File: src/rtl/if_fetch_stage_if.sv
// Instruction-memory request/response bundle between the fetch stage (master)
// and the instruction memory (slave).
interface if_fetch_stage_if;
  logic        imem_req;
  logic [31:0] imem_addr;
  logic        imem_ready;
  logic [31:0] imem_rdata;

  modport master (output imem_req, output imem_addr, input imem_ready, input imem_rdata);
  modport slave  (input imem_req, input imem_addr, output imem_ready, output imem_rdata);
endinterface

File: src/rtl/if_fetch_stage.sv
// MIPS instruction-fetch stage: PC, wait-state tolerant imem handshake, one-entry
// skid buffer for load stalls, and the IF/ID register with ID-resolved redirects.
module if_fetch_stage #(
  parameter logic [31:0] PC_RESET = 32'h0000_0000,
  parameter logic [2:0]  PC_NEXT  = 3'd0,
  parameter logic [2:0]  PC_JUMP  = 3'd1,
  parameter logic [2:0]  PC_JR    = 3'd2,
  parameter logic [2:0]  PC_BEQ   = 3'd3,
  parameter logic [2:0]  PC_BNE   = 3'd4
) (
  input  logic        clk,
  input  logic        rst_n,
  input  logic        if_en,
  input  logic        if_rst,
  input  logic [2:0]  pc_src,
  input  logic        rs_rt_equal,
  input  logic [31:0] rs_data,
  if_fetch_stage_if.master imem,
  output logic [31:0] inst_out,
  output logic [31:0] pc_out,
  output logic        valid_out
);

  typedef enum logic [1:0] {IDLE, FETCH, DROP} state_e;

  state_e      state_q, state_d;
  logic [31:0] pc_q, pc_d;
  logic [31:0] inst_q, inst_d;
  logic [31:0] pc_out_q, pc_out_d;
  logic        valid_q, valid_d;
  logic        buf_valid_q, buf_valid_d;
  logic [31:0] buf_inst_q, buf_inst_d;
  logic [31:0] buf_pc_q, buf_pc_d;
  logic [31:0] drop_addr_q, drop_addr_d;

  logic               taken_sel, redirect, accept, req;
  logic [31:0]        p4, target;
  logic signed [31:0] br_off;

  always_comb begin
    taken_sel = 1'b0;
    case (pc_src)
      PC_NEXT: taken_sel = 1'b0;
      PC_JUMP: taken_sel = 1'b1;
      PC_JR:   taken_sel = 1'b1;
      PC_BEQ:  taken_sel = rs_rt_equal;
      PC_BNE:  taken_sel = !rs_rt_equal;
      default: taken_sel = 1'b0;
    endcase
  end

  assign redirect = valid_q && if_en && taken_sel;
  assign p4       = pc_out_q + 32'd4;
  assign br_off   = {{14{inst_q[15]}}, inst_q[15:0], 2'b00};

  always_comb begin
    target = p4 + $unsigned(br_off);
    if (pc_src == PC_JUMP)    target = {p4[31:28], inst_q[25:0], 2'b00};
    else if (pc_src == PC_JR) target = rs_data;
  end

  // While draining an abandoned request the bus must keep showing its address,
  // even though pc already points at the redirect target.
  assign req            = ((state_q == FETCH) && !buf_valid_q) || (state_q == DROP);
  assign imem.imem_req  = req;
  assign imem.imem_addr = (state_q == DROP) ? drop_addr_q : pc_q;
  assign accept         = (state_q == FETCH) && req && imem.imem_ready && !redirect && !if_rst;

  always_comb begin
    state_d     = state_q;
    drop_addr_d = drop_addr_q;
    case (state_q)
      IDLE:  state_d = FETCH;
      FETCH: if ((redirect || if_rst) && req && !imem.imem_ready) begin
               state_d     = DROP;
               drop_addr_d = pc_q;
             end
      DROP:  if (imem.imem_ready) state_d = FETCH;
      default: state_d = IDLE;
    endcase
  end

  always_comb begin
    pc_d        = pc_q;
    inst_d      = inst_q;
    pc_out_d    = pc_out_q;
    valid_d     = valid_q;
    buf_valid_d = buf_valid_q;
    buf_inst_d  = buf_inst_q;
    buf_pc_d    = buf_pc_q;
    if (if_rst) begin
      pc_d        = PC_RESET;
      valid_d     = 1'b0;
      buf_valid_d = 1'b0;
    end else if (redirect) begin
      pc_d        = target;
      valid_d     = 1'b0;
      buf_valid_d = 1'b0;
    end else begin
      if (accept) pc_d = pc_q + 32'd4;
      if (!if_en) begin
        if (accept) begin
          buf_valid_d = 1'b1;
          buf_inst_d  = imem.imem_rdata;
          buf_pc_d    = pc_q;
        end
      end else if (buf_valid_q) begin
        inst_d      = buf_inst_q;
        pc_out_d    = buf_pc_q;
        valid_d     = 1'b1;
        buf_valid_d = 1'b0;
      end else if (accept) begin
        inst_d   = imem.imem_rdata;
        pc_out_d = pc_q;
        valid_d  = 1'b1;
      end else begin
        valid_d = 1'b0;
      end
    end
  end

  always_ff @(posedge clk or negedge rst_n) begin
    if (!rst_n) begin
      state_q     <= IDLE;
      pc_q        <= PC_RESET;
      inst_q      <= 32'd0;
      pc_out_q    <= 32'd0;
      valid_q     <= 1'b0;
      buf_valid_q <= 1'b0;
    end else begin
      state_q     <= state_d;
      pc_q        <= pc_d;
      inst_q      <= inst_d;
      pc_out_q    <= pc_out_d;
      valid_q     <= valid_d;
      buf_valid_q <= buf_valid_d;
    end
  end

  // Payload-only registers; their contents are qualified by buf_valid_q / DROP.
  always_ff @(posedge clk) begin
    buf_inst_q  <= buf_inst_d;
    buf_pc_q    <= buf_pc_d;
    drop_addr_q <= drop_addr_d;
  end

  assign inst_out  = inst_q;
  assign pc_out    = pc_out_q;
  assign valid_out = valid_q;

endmodule

File: src/flat_wrapper.sv
// flat-port wrapper written by rule: the top's interface ports become plain ports
module if_fetch_stage_flat 
#(
  parameter logic [31:0] PC_RESET = 32'h0000_0000,
  parameter logic [2:0]  PC_NEXT  = 3'd0,
  parameter logic [2:0]  PC_JUMP  = 3'd1,
  parameter logic [2:0]  PC_JR    = 3'd2,
  parameter logic [2:0]  PC_BEQ   = 3'd3,
  parameter logic [2:0]  PC_BNE   = 3'd4
)
  (clk, rst_n, if_en, if_rst, pc_src, rs_rt_equal, rs_data, inst_out, pc_out, valid_out, imem_imem_req, imem_imem_addr, imem_imem_ready, imem_imem_rdata);
  if_fetch_stage_if imem_i ();
  input  logic clk;
  input  logic rst_n;
  input  logic if_en;
  input  logic if_rst;
  input  logic [2:0] pc_src;
  input  logic rs_rt_equal;
  input  logic [31:0] rs_data;
  output logic [31:0] inst_out;
  output logic [31:0] pc_out;
  output logic valid_out;
  output wire logic [$bits(imem_i.imem_req)-1:0] imem_imem_req;
  output wire logic [$bits(imem_i.imem_addr)-1:0] imem_imem_addr;
  input wire logic [$bits(imem_i.imem_ready)-1:0] imem_imem_ready;
  input wire logic [$bits(imem_i.imem_rdata)-1:0] imem_imem_rdata;
  assign imem_imem_req = imem_i.imem_req;
  assign imem_imem_addr = imem_i.imem_addr;
  assign imem_i.imem_ready = imem_imem_ready;
  assign imem_i.imem_rdata = imem_imem_rdata;
  if_fetch_stage #(.PC_RESET(PC_RESET), .PC_NEXT(PC_NEXT), .PC_JUMP(PC_JUMP), .PC_JR(PC_JR), .PC_BEQ(PC_BEQ), .PC_BNE(PC_BNE)) u_core (.clk(clk), .rst_n(rst_n), .if_en(if_en), .if_rst(if_rst), .pc_src(pc_src), .rs_rt_equal(rs_rt_equal), .rs_data(rs_data), .imem(imem_i), .inst_out(inst_out), .pc_out(pc_out), .valid_out(valid_out));
endmodule
File: config.mk
export PLATFORM = sky130hd
export DESIGN_NAME = if_fetch_stage_flat
export DESIGN_NICKNAME = d
export VERILOG_FILES = /design/src/rtl/if_fetch_stage_if.sv /design/src/rtl/if_fetch_stage.sv /design/src/flat_wrapper.sv
export SDC_FILE = /design/constraint.sdc
export NUM_CORES = 1
export LEC_CHECK = 0
export BUFFER_PORTS_ARGS = -buffer_cell sky130_fd_sc_hd__buf_2
export CORE_UTILIZATION = 58
export DETAILED_ROUTE_END_ITERATION = 10
export PLACE_DENSITY_LB_ADDON = 0.25
export SLEW_MARGIN = 0
export SYNTH_ARGS = -nofsm -noshare
export SYNTH_HDL_FRONTEND = slang
export SYNTH_SLANG_ARGS = --single-unit
File: constraint.sdc
create_clock -name clk -period 8.7 [get_ports clk]
set_input_delay 1.305 -clock clk [delete_from_list [all_inputs] [get_ports clk]]
set_output_delay 1.305 -clock clk [all_outputs]
set_load 0.05 [all_outputs]
### After elaboration in Yosys (flattened, before gate mapping)

Index checks and enable logic that the tools add are counted.

| word-level totals | value |
|---|---|
| register bits after elaboration | 196 |
| latch bits | 0 |
| RAM bits | 0 |
| ROM bits | 0 |
| bits of input ports | 73 |
| output and inout bits | 98 |
| word-level logic and storage cells | 72 |
| memories kept | 0 |

| cells by class | value |
|---|---|
| add/subtract/negate cells | 3 |
| multiply operators | 0 |
| divide/modulo/power cells | 0 |
| magnitude comparators | 0 |
| eq/ne operators | 8 |
| shift operators | 0 |
| mux-type cells | 23 |
| bitwise gates (word level) | 3 |
| reductions and logical operators | 26 |

Operator list:

| cell | number |
|---|---|
| $mux W32 | 10 |
| $add A32 B3 Y32 const B | 2 |
| $add A32 B32 Y32 | 1 |
| $logic_and A1 B1 Y1 | 9 |
| $mux W1 | 9 |
| $reduce_and A4 Y1 | 2 |
| $eq A3 B2 Y1 const B | 2 |
| $pmux W2 S3 | 1 |
| $reduce_bool A3 Y1 | 2 |
| $logic_not A1 Y1 | 5 |
| $mux W2 | 2 |
| $ne A2 B2 Y1 const B | 2 |
| $reduce_and A2 Y1 | 2 |
| $reduce_bool A4 Y1 | 1 |
| $eq A3 B1 Y1 const B | 1 |
| $eq A3 B3 Y1 const B | 1 |
| $not A1 Y1 | 3 |
| $pmux W1 S3 | 1 |
| $eq A2 B1 Y1 const B | 1 |
| $eq A2 B2 Y1 const B | 1 |
| $logic_not A2 Y1 | 1 |
| $logic_or A1 B1 Y1 | 2 |
| $reduce_bool A2 Y1 | 1 |
| $reduce_or A2 Y1 | 1 |

### Logic depth before layout (Yosys ltp)

Gate-level depths: netlist of the first run.

| logic depth | value |
|---|---|
| word-level depth | 12 |
| mapped depth | 18 |
| mapped depth without buffers | 17 |

### Worst setup path after synthesis of the first run

OpenSTA, ideal clock, no wires.

| timing | value |
|---|---|
| path kind | in2reg |
| start point | input if_rst |
| end point | register u_core.buf_inst_q[0] (enable) |
| data arrival time | 6,105 ps |
| slack | 2,031 ps |
| cell stages on the path | 3 |
| cells stage by stage | clkbuf_1 -> clkbuf_1 -> nor3_1 |

| between the ends | value |
|---|---|
| longest elaborated chain between the ends | 3 |
| elaborated cells on any way between the ends | 4 |
| classes of those cells | 1 x bitwise; 3 x reduce/logical |

Ends and longest elaborated chain:

| what | RTL line | text |
|---|---|---|
| start, declared | flat_wrapper.sv:16 | `input logic if_rst;` |
| $logic_not A1 Y1 | if_fetch_stage.sv:67 | `assign accept = (state_q == FETCH) && req && imem.imem_ready && !redirect && !if_rst;` |
| $logic_and A1 B1 Y1 | if_fetch_stage.sv:67 |  |
| $reduce_and A4 Y1 (no line) (*) | -- |  |
| end signal, assigned | if_fetch_stage.sv:142 | `buf_inst_q <= buf_inst_d;` |
| end, declared | if_fetch_stage.sv:32 | `logic [31:0] buf_inst_q, buf_inst_d;` |

Every way passes the cells marked *; elsewhere a longest branch is shown, timed or not.
A chain may end at the register's enable or synchronous reset.

### Worst setup path after layout of the first run

| timing | value |
|---|---|
| start point | register u_core.pc_out_q[7] (netlist: u_core.pc_out[7]) |
| end point | register u_core.pc_q[29] |

| between the ends | value |
|---|---|
| longest elaborated chain between the ends | 6 |

Ends and longest elaborated chain:

| what | RTL line | text |
|---|---|---|
| start, declared | if_fetch_stage.sv:29 | `logic [31:0] pc_out_q, pc_out_d;` |
| start signal, assigned | if_fetch_stage.sv:134 | `pc_out_q <= pc_out_d;` |
| $add A32 B3 Y32 (*) | if_fetch_stage.sv:53 | `assign p4 = pc_out_q + 32'd4;` |
| $add A32 B32 Y32 | if_fetch_stage.sv:57 | `target = p4 + $unsigned(br_off);` |
| $mux W32 | if_fetch_stage.sv:59 | `else if (pc_src == PC_JR) target = rs_data;` |
| $mux W32 (*) | if_fetch_stage.sv:58 | `if (pc_src == PC_JUMP) target = {p4[31:28], inst_q[25:0], 2'b00};` |
| $mux W32 (*) | if_fetch_stage.sv:95 | `end else if (redirect) begin` |
| $mux W32 (*) | if_fetch_stage.sv:91 | `if (if_rst) begin` |
| end signal, assigned | if_fetch_stage.sv:132 | `pc_q <= pc_d;` |
| end, declared | if_fetch_stage.sv:27 | `logic [31:0] pc_q, pc_d;` |

Marks and branches as above.

==> run_results.csv, run 1 <==
group,metric,value,unit
yosys,syn_nets,1144,
floorplan,die_area,19240,um^2
yosys,synthTopCellsByArea,"edfxtp_1 27%, dfrtp_1 23%, mux2i_1 6.5%",
run_status,violations,"design-rule violations",
floorplan,core-area,18150,um^2
clocking,cts_sinks,196,
detailed_routing,drt_iter0_markers,761,
clocking,cts-root-buf,"clkbuf_16",
critical_path,path_max_fanout,7,
pwr,max-vdd-ir-drop,0.2106,mV
sta,worst_slack,4.543,ns
global_routing,first_global_vias,8513,
floorplan,rows,49,
floorplan,die_h,138.7,um
global_routing,grt_first_pass_wirelength,46.54,mm
clocking,cts_hold_buf,0,
sta,drv_slew,0,
sta,finalSetupViolCount,0,
placement,dpl.cell_count,1392,
clocking,clock_latency,0.45,ns
clocking,cts_made_buffers,17,
sta,max_slew.worst_pin.slew,1.188,ns
critical_path,crit_type,"reg -> reg",
detailed_routing,vias_per_cell,6.232,
yosys,synth_top_area_share,26.59,%
pwr,power,4.636,mW
sta,hold_violations,0,
detailed_routing,via_count,8887,
yosys,seq_area_frac_synth,49.68,%
layout,fin_cells,1426,
layout,fillers,1394,
critical_path,worstSetupStartpointType,"flop",
floorplan,die_w,138.7,um
placement,dp_slack,4.611,ns
layout,areaGrowthSynthToFinish,14.90,%
placement,io_buffers,170,
clocking,cts_tree,"done",
global_routing,grt_usage,31.54,%
yosys,synth_edf_count,96,
critical_path,cp.required,9.04,ns
global_routing,overflow,0,
global_routing,antenna_found_initial,5,
yosys,yosysUniqueCellTypes,69,
sta,tns,0,ns
global_routing,grt_start_max_net_pins,90,
min_path,hold_class,"reg -> reg",
detailed_routing,dr.pass1.iters,8,
clocking,ctsHtreeMaxLevel,4,
sta,fin_crit_sh,47.78,%
sta,max_freq,0.2405,GHz
sta,clock_skew,0.01608,ns
run_status,outcome,"finished with violations",
placement,dp_hpwl,20.40,mm
placement,gp_congestion,0.9556,
floorplan,io_pins,171,
detailed_routing,drtAntennaViolNets,0,
critical_path,end_kind,"flop",
yosys,ys.flop_type,"dfrtp_1",
critical_path,crit_arrival,4.50,ns
yosys,postSynth.asyncResetShare,51.02,%
yosys,netlist_area,10840,um^2
clocking,clk_path_buf_depth,2,
yosys,synthCells,1034,
layout,nets,1292,
clocking,cts.repair.resized,0,
sta,slew_headroom,20.62,%
yosys,synth_seq_cells,196,
pwr,power_density,372.2,nW/um^2
sta,min_period,4.157,ns
yosys,synth_top_cell_by_area,"edfxtp_1",
yosys,postSynthAreaPerCell,10.48,um^2
layout,drive_gt1_share,22.09,%
yosys,yosys_warnings,0,
detailed_routing,drc_errors,8,
pwr,leakage,5.079,nW
clocking,clkSlewWorstSetupHoldPaths,0.07,ns
floorplan,initial_core_util,59.74,%
sta,rsz0062_at_grt,"no",
flow_run,drv_cap,0,
clocking,post_cts_buffers,0,
detailed_routing,drt_wl_total,29.62,mm
sta,whs,0.5371,ns
detailed_routing,routedWlPerCell,20.77,um
-- cells in the final DEF (no fill, tap or decap), types with 14 or more instances in the layout --
cell	instances
buf_2	169
nor2_1	121
a21oi_1	110
dfrtp_1	99
edfxtp_1	96
mux2i_1	70
nand2_1	64
xnor2_1	43
o21ai_0	40
ha_1	36
xor2_1	32
mux2_2	31
nand3_1	25
and3_1	22
a211oi_1	19
clkbuf_16	17
nand4_1	15
nor3_1	14
-- critical path: stages, from the launching register on --
cell and delay (ns):
dfrtp_1 0.44, and3_1 0.23, nand2_1 0.09, nor2_1 0.34, and3_1 0.47, nand2_1 0.13
xnor2_1 0.15, ha_1 0.40, nand4_1 0.17, a211oi_1 0.57, o21ai_0 0.25, o21ai_0 0.27
xor2_1 0.24, a21oi_1 0.10, o21ai_0 0.22
-- sequential cells by signal, summed over array words and instances (netlist names) --
register / cells
u_core.buf_valid_q: 1
u_core.drop_addr_q: 32
u_core.valid_out: 1
u_core.buf_inst_q: 32
u_core.pc_out: 32
u_core.state_q: 2
u_core.pc_q: 32
u_core.buf_pc_q: 32
u_core.inst_out: 32
-- final cells by class --
class,instances,area [um^2],share of cell area [%]
antenna,2,5.005,0.04018
clock buffer,18,429.2,3.446
clock inverter,14,121.4,0.9744
inverter,13,48.80,0.3918
multi-input combinational,773,5240,42.07
sequential,196,5389,43.26
tap,229,286.5,2.300
timing repair buffer,181,935.9,7.514
-- per-layer routing --
layer	part of all wire, %	GRT usage, %
met1	43	44.70
met2	45	47.66
met5	0.14	0
met3	9.0	7.562
met4	2.6	10.99
-- final timing paths --
check	depth (start not counted)	end	start	slack (ns)
min in group asynchronous	1	u_core.pc_out[10]$_DFFE_PN0P_	rst_n	0.87
setup / recovery	14	u_core.pc_q[29]$_DFFE_PN0P_	u_core.pc_out[7]$_DFFE_PN0P_	4.54
hold / removal	1	u_core.state_q[0]$_DFFE_PN0P_	u_core.state_q[1]$_DFFE_PN0P_	0.54
setup reg to reg	14	u_core.pc_q[29]$_DFFE_PN0P_	u_core.pc_out[7]$_DFFE_PN0P_	4.54
max in group asynchronous	2	u_core.buf_valid_q$_DFFE_PN0P_	rst_n	6.56
hold reg to reg	1	u_core.state_q[0]$_DFFE_PN0P_	u_core.state_q[1]$_DFFE_PN0P_	0.54
-- synthesized netlist by cell type (6+ instances only) --
cell type,count
xor2_1,32
ha_1,36
xnor2_1,43
and3_1,22
o22ai_1,7
a211oi_1,19
nand3_1,25
a21oi_1,110
inv_1,13
o21a_1,7
o211ai_1,12
mux2_2,31
clkbuf_1,44
dfrtp_1,100
mux2i_1,70
and2_1,9
o21ai_0,40
nor3_1,17
o221ai_1,6
nor2_1,121
nand4_1,15
nand2_1,64
edfxtp_1,96
a21o_1,9
nand2b_1,6
-- per-stage QoR --
step	instance area [um^2]	util, %
3_5_place_dp	11900	65.58
3_3_place_gp	11900	65.58
2_1_floorplan	10840	-
5_1_grt	12460	68.64
4_1_cts	12450	68.61
6_report	12460	68.64
-- report_power, final --
group | internal (mW) | total, mW | switching [mW]
combinational | 0.860 | 2.46 | 1.60
clock | 0.376 | 0.760 | 0.384
sequential | 1.15 | 1.42 | 0.265
-- cell families (layout without fill, tap and decap cells) --
| logic type | count (synthesis) | in the layout | synth area share [%] |
|---|---|---|---|
| xor+xnor | 75 | 75 | 6.060 |
| compound gates | 250 | 250 | 14.22 |
| other cells | 0 | 2 | 0 |
| flops | 196 | 196 | 49.68 |
| fa+ha+maj | 37 | 37 | 4.340 |
| mux | 101 | 101 | 9.684 |
| buf+inv | 65 | 226 | 2.297 |
| simple gates | 310 | 310 | 13.72 |
Power figures use the tool's default switching activity.
==> inputs of run 2 (changes only) <==
--- a/config.mk
+++ b/config.mk
@@ -5,8 +5,9 @@
 export SDC_FILE = /design/constraint.sdc
 export NUM_CORES = 1
 export LEC_CHECK = 0
+export ABC_AREA = 1
 export BUFFER_PORTS_ARGS = -buffer_cell sky130_fd_sc_hd__buf_2
-export CORE_UTILIZATION = 58
+export CORE_UTILIZATION = 59
 export DETAILED_ROUTE_END_ITERATION = 10
 export PLACE_DENSITY_LB_ADDON = 0.25
 export SLEW_MARGIN = 0
==> constraint.sdc (replaced) <==
create_clock -name clk -period 4 [get_ports clk]
set_input_delay 0.6 -clock clk [delete_from_list [all_inputs] [get_ports clk]]
set_output_delay 0.6 -clock clk [all_outputs]
set_load 0.05 [all_outputs]
==> run_results.csv, run 2 <==
group,metric,value,unit
yosys,synth_top_cell_by_area,"edfxtp_1",
placement,dp_hpwl,30.89,mm
pwr,leakage,6.566,nW
floorplan,core-area,19780,um^2
global_routing,grt_start_max_net_pins,86,
critical_path,cp.required,4.34,ns
layout,fillers,1684,
clocking,clk_path_buf_depth,2,
placement,dp_slack,0.3449,ns
pwr,p_sw,6.894,mW
yosys,synthTopCellsByArea,"edfxtp_1 24%, dfrtp_1 21%, nand2_1 15%",
yosys,synth-compound-area-share,12.26,%
detailed_routing,via_count,12020,
critical_path,worstSetupStartpoint,"u_core.pc_out[12]$_DFFE_PN0P_",
critical_path,worstSetupStartpointType,"flop",
yosys,yosys_warnings,0,
placement,gp_congestion,0.9833,
pwr,clkPwrFrac,15.2,%
clocking,cts_tree,"done",
yosys,synth_xor_xnor_area_share,3.480,%
layout,fin_area,13880,um^2
floorplan,die_area,21050,um^2
critical_path,crit_type,"reg -> reg",
global_routing,antenna_found_initial,2,
global_routing,overflow,0,
layout,fin_cells,2038,
floorplan,io_pins,171,
clocking,cts_made_buffers,17,
critical_path,crit_arrival,3.97,ns
layout,areaGrowthSynthToFinish,14.86,%
detailed_routing,drt_wl_total,41.49,mm
run_status,outcome,"finished clean",
yosys,ys.flop_type,"dfrtp_1",
critical_path,path_max_fanout,6,
clocking,ctsHtreeMaxLevel,4,
detailed_routing,routedWlPerCell,20.36,um
sta,worst_slack,0.3692,ns
detailed_routing,dr.pass1.iters,6,
sta,clock_skew,0.02661,ns
pwr,max-vdd-ir-drop,0.5621,mV
yosys,postSynth.asyncResetShare,51.02,%
yosys,post-synth-top-count-cell,"nand2_1",
clocking,cts-root-buf,"clkbuf_16",
sta,rsz0062_at_grt,"no",
clocking,post_cts_buffers,0,
clocking,clkSlewWorstSetupHoldPaths,0.10,ns
floorplan,die_h,145.1,um
min_path,hold_class,"in -> async",
pwr,p_int,5.531,mW
yosys,netlist_area,12080,um^2
pwr,power,12.43,mW
sta,finalSetupViolCount,0,
yosys,synth_commonest_cells,"497 x nand2_1, 171 x inv_1, 170 x nor2_1",
global_routing,grt_usage,39.79,%
sta,max_slew.worst_pin.slew,0.9628,ns
detailed_routing,drt_iter0_markers,1294,
pwr,power_density,895.4,nW/um^2
floorplan,die_w,145.1,um
sta,hold_violations,0,
pwr,p_seq_share,25.6,%
sta,drv_slew,0,
yosys,synthMuxAreaShare,0.1864,%
clocking,cts_hold_buf,0,
clocking,cts_sinks,196,
yosys,synth_edf_count,96,
detailed_routing,vias_per_cell,5.897,
sta,min_period,3.631,ns
global_routing,grt_first_pass_wirelength,63.53,mm
floorplan,rows,51,
yosys,synthCells,1605,
critical_path,end_kind,"flop",
sta,whs,0.2441,ns
layout,drive_gt1_share,15.08,%
layout,final_cell_mix,"496 x nand2_1, 170 x inv_1, 169 x buf_2, 167 x nor2_1, 109 x a21oi_1",
yosys,seq_area_frac_synth,44.57,%
yosys,yosys.area_share.adder,3.894,%
sta,tns,0,ns
placement,dpl.cell_count,2004,
global_routing,first_global_vias,11150,
sta,slew_headroom,35.81,%
placement,io_buffers,170,
placement,place_area,13230,um^2
floorplan,initial_core_util,61.08,%
yosys,yosysUniqueCellTypes,43,
yosys,synth_top_area_share,23.86,%
sta,fin_crit_sh,90.77,%
layout,multi_input_comb_area,5808,um^2
layout,nets,1868,
yosys,postSynthAreaPerCell,7.527,um^2
layout,register_area,5385,um^2
yosys,syn_nets,1715,
detailed_routing,drc_errors,0,
pwr,comb_power_share,59.3,%
yosys,synth-simple-area-share,28.03,%
clocking,clock_latency,0.46,ns
yosys,synth_top_family_by_area,"simple AND/OR/NAND/NOR gates",
layout,finish.utilization,70.15,%
yosys,synth_seq_cells,196,
sta,max_freq,0.2754,GHz
detailed_routing,drtAntennaViolNets,0,
clocking,cts.repair.resized,0,
flow_run,drv_cap,0,
layout,mostFrequentLayoutCell,"nand2_1",
critical_path,reg2reg_from,"u_core.pc_out[12]$_DFFE_PN0P_",
pwr,p_sw_share,55.49,%
[run 2: worst max-delay path, cell delays in order (launching register included)]
cell and delay [ns]:
dfrtp_1 0.56, nand2_1 0.13, nor2_1 0.12, nand2_1 0.12, nor2_4 0.18, nand2_1 0.14
nor4_2 0.26, nand3_1 0.15, xor2_1 0.17, inv_1 0.07, ha_1 0.36, nand2_1 0.16
nor2_1 0.09, nand2_1 0.08, inv_1 0.04, nand2_1 0.06, nand2_1 0.06, a21oi_1 0.26
nand2_1 0.08, nand3_1 0.07, nand2_1 0.05, nand2_1 0.10, nand2_1 0.06, nand2_1 0.07
nand2_1 0.05
[run 2: kinds of logic after synthesis]
| logic type | Yosys count |
|---|---|
| fa+ha+maj | 37 |
| compound gates | 265 |
| mux | 2 |
| flops | 196 |
| simple gates | 820 |
| xor+xnor | 48 |
| buf+inv | 237 |
[run 2: final cells by class]
cell class	count	share of cell area, %
flip-flops and latches	196	38.81
clock inverters	15	1.596
well taps	265	2.389
clock buffers	17	3.066
diodes	2	0.03607
multi-input cells	1172	41.85
repair buffers	191	7.375
inverters	180	4.878
[run 2: path summary, 6_finish.rpt]
path	endpoint	slack [ns]	cells past startpoint
setup reg to reg	u_core.pc_q[31]$_DFFE_PN0P_	0.37	24
hold / removal	u_core.state_q[0]$_DFFE_PN0P_	0.24	1
hold reg to reg	u_core.drop_addr_q[0]$_DFFE_PP_	0.49	0
min in group clk	u_core.buf_inst_q[26]$_DFFE_PP_	0.33	1
max in group asynchronous	u_core.pc_out[16]$_DFFE_PN0P_	2.83	2
setup / recovery	u_core.pc_q[31]$_DFFE_PN0P_	0.37	24
[run 2: layer usage]
metal	track usage [%]	vias up	routed length (um)
li1	-	5596	-
met1	56.13	5590	17310
met2	59.95	719	18210
met3	7.138	114	4089
met4	17.74	0	1878
met5	0	-	0
[run 2: power groups by stage]
stage | Sequential, mW | Clock [mW] | Combinational, mW
floorplan | 4.14 | 0 | 4.02
global placement | 3.17 | 0 | 7.18
detailed placement | 3.19 | 0 | 7.21
CTS | 3.15 | 1.88 | 7.25
global route | 3.22 | 1.96 | 7.92
finish | 3.18 | 1.88 | 7.36
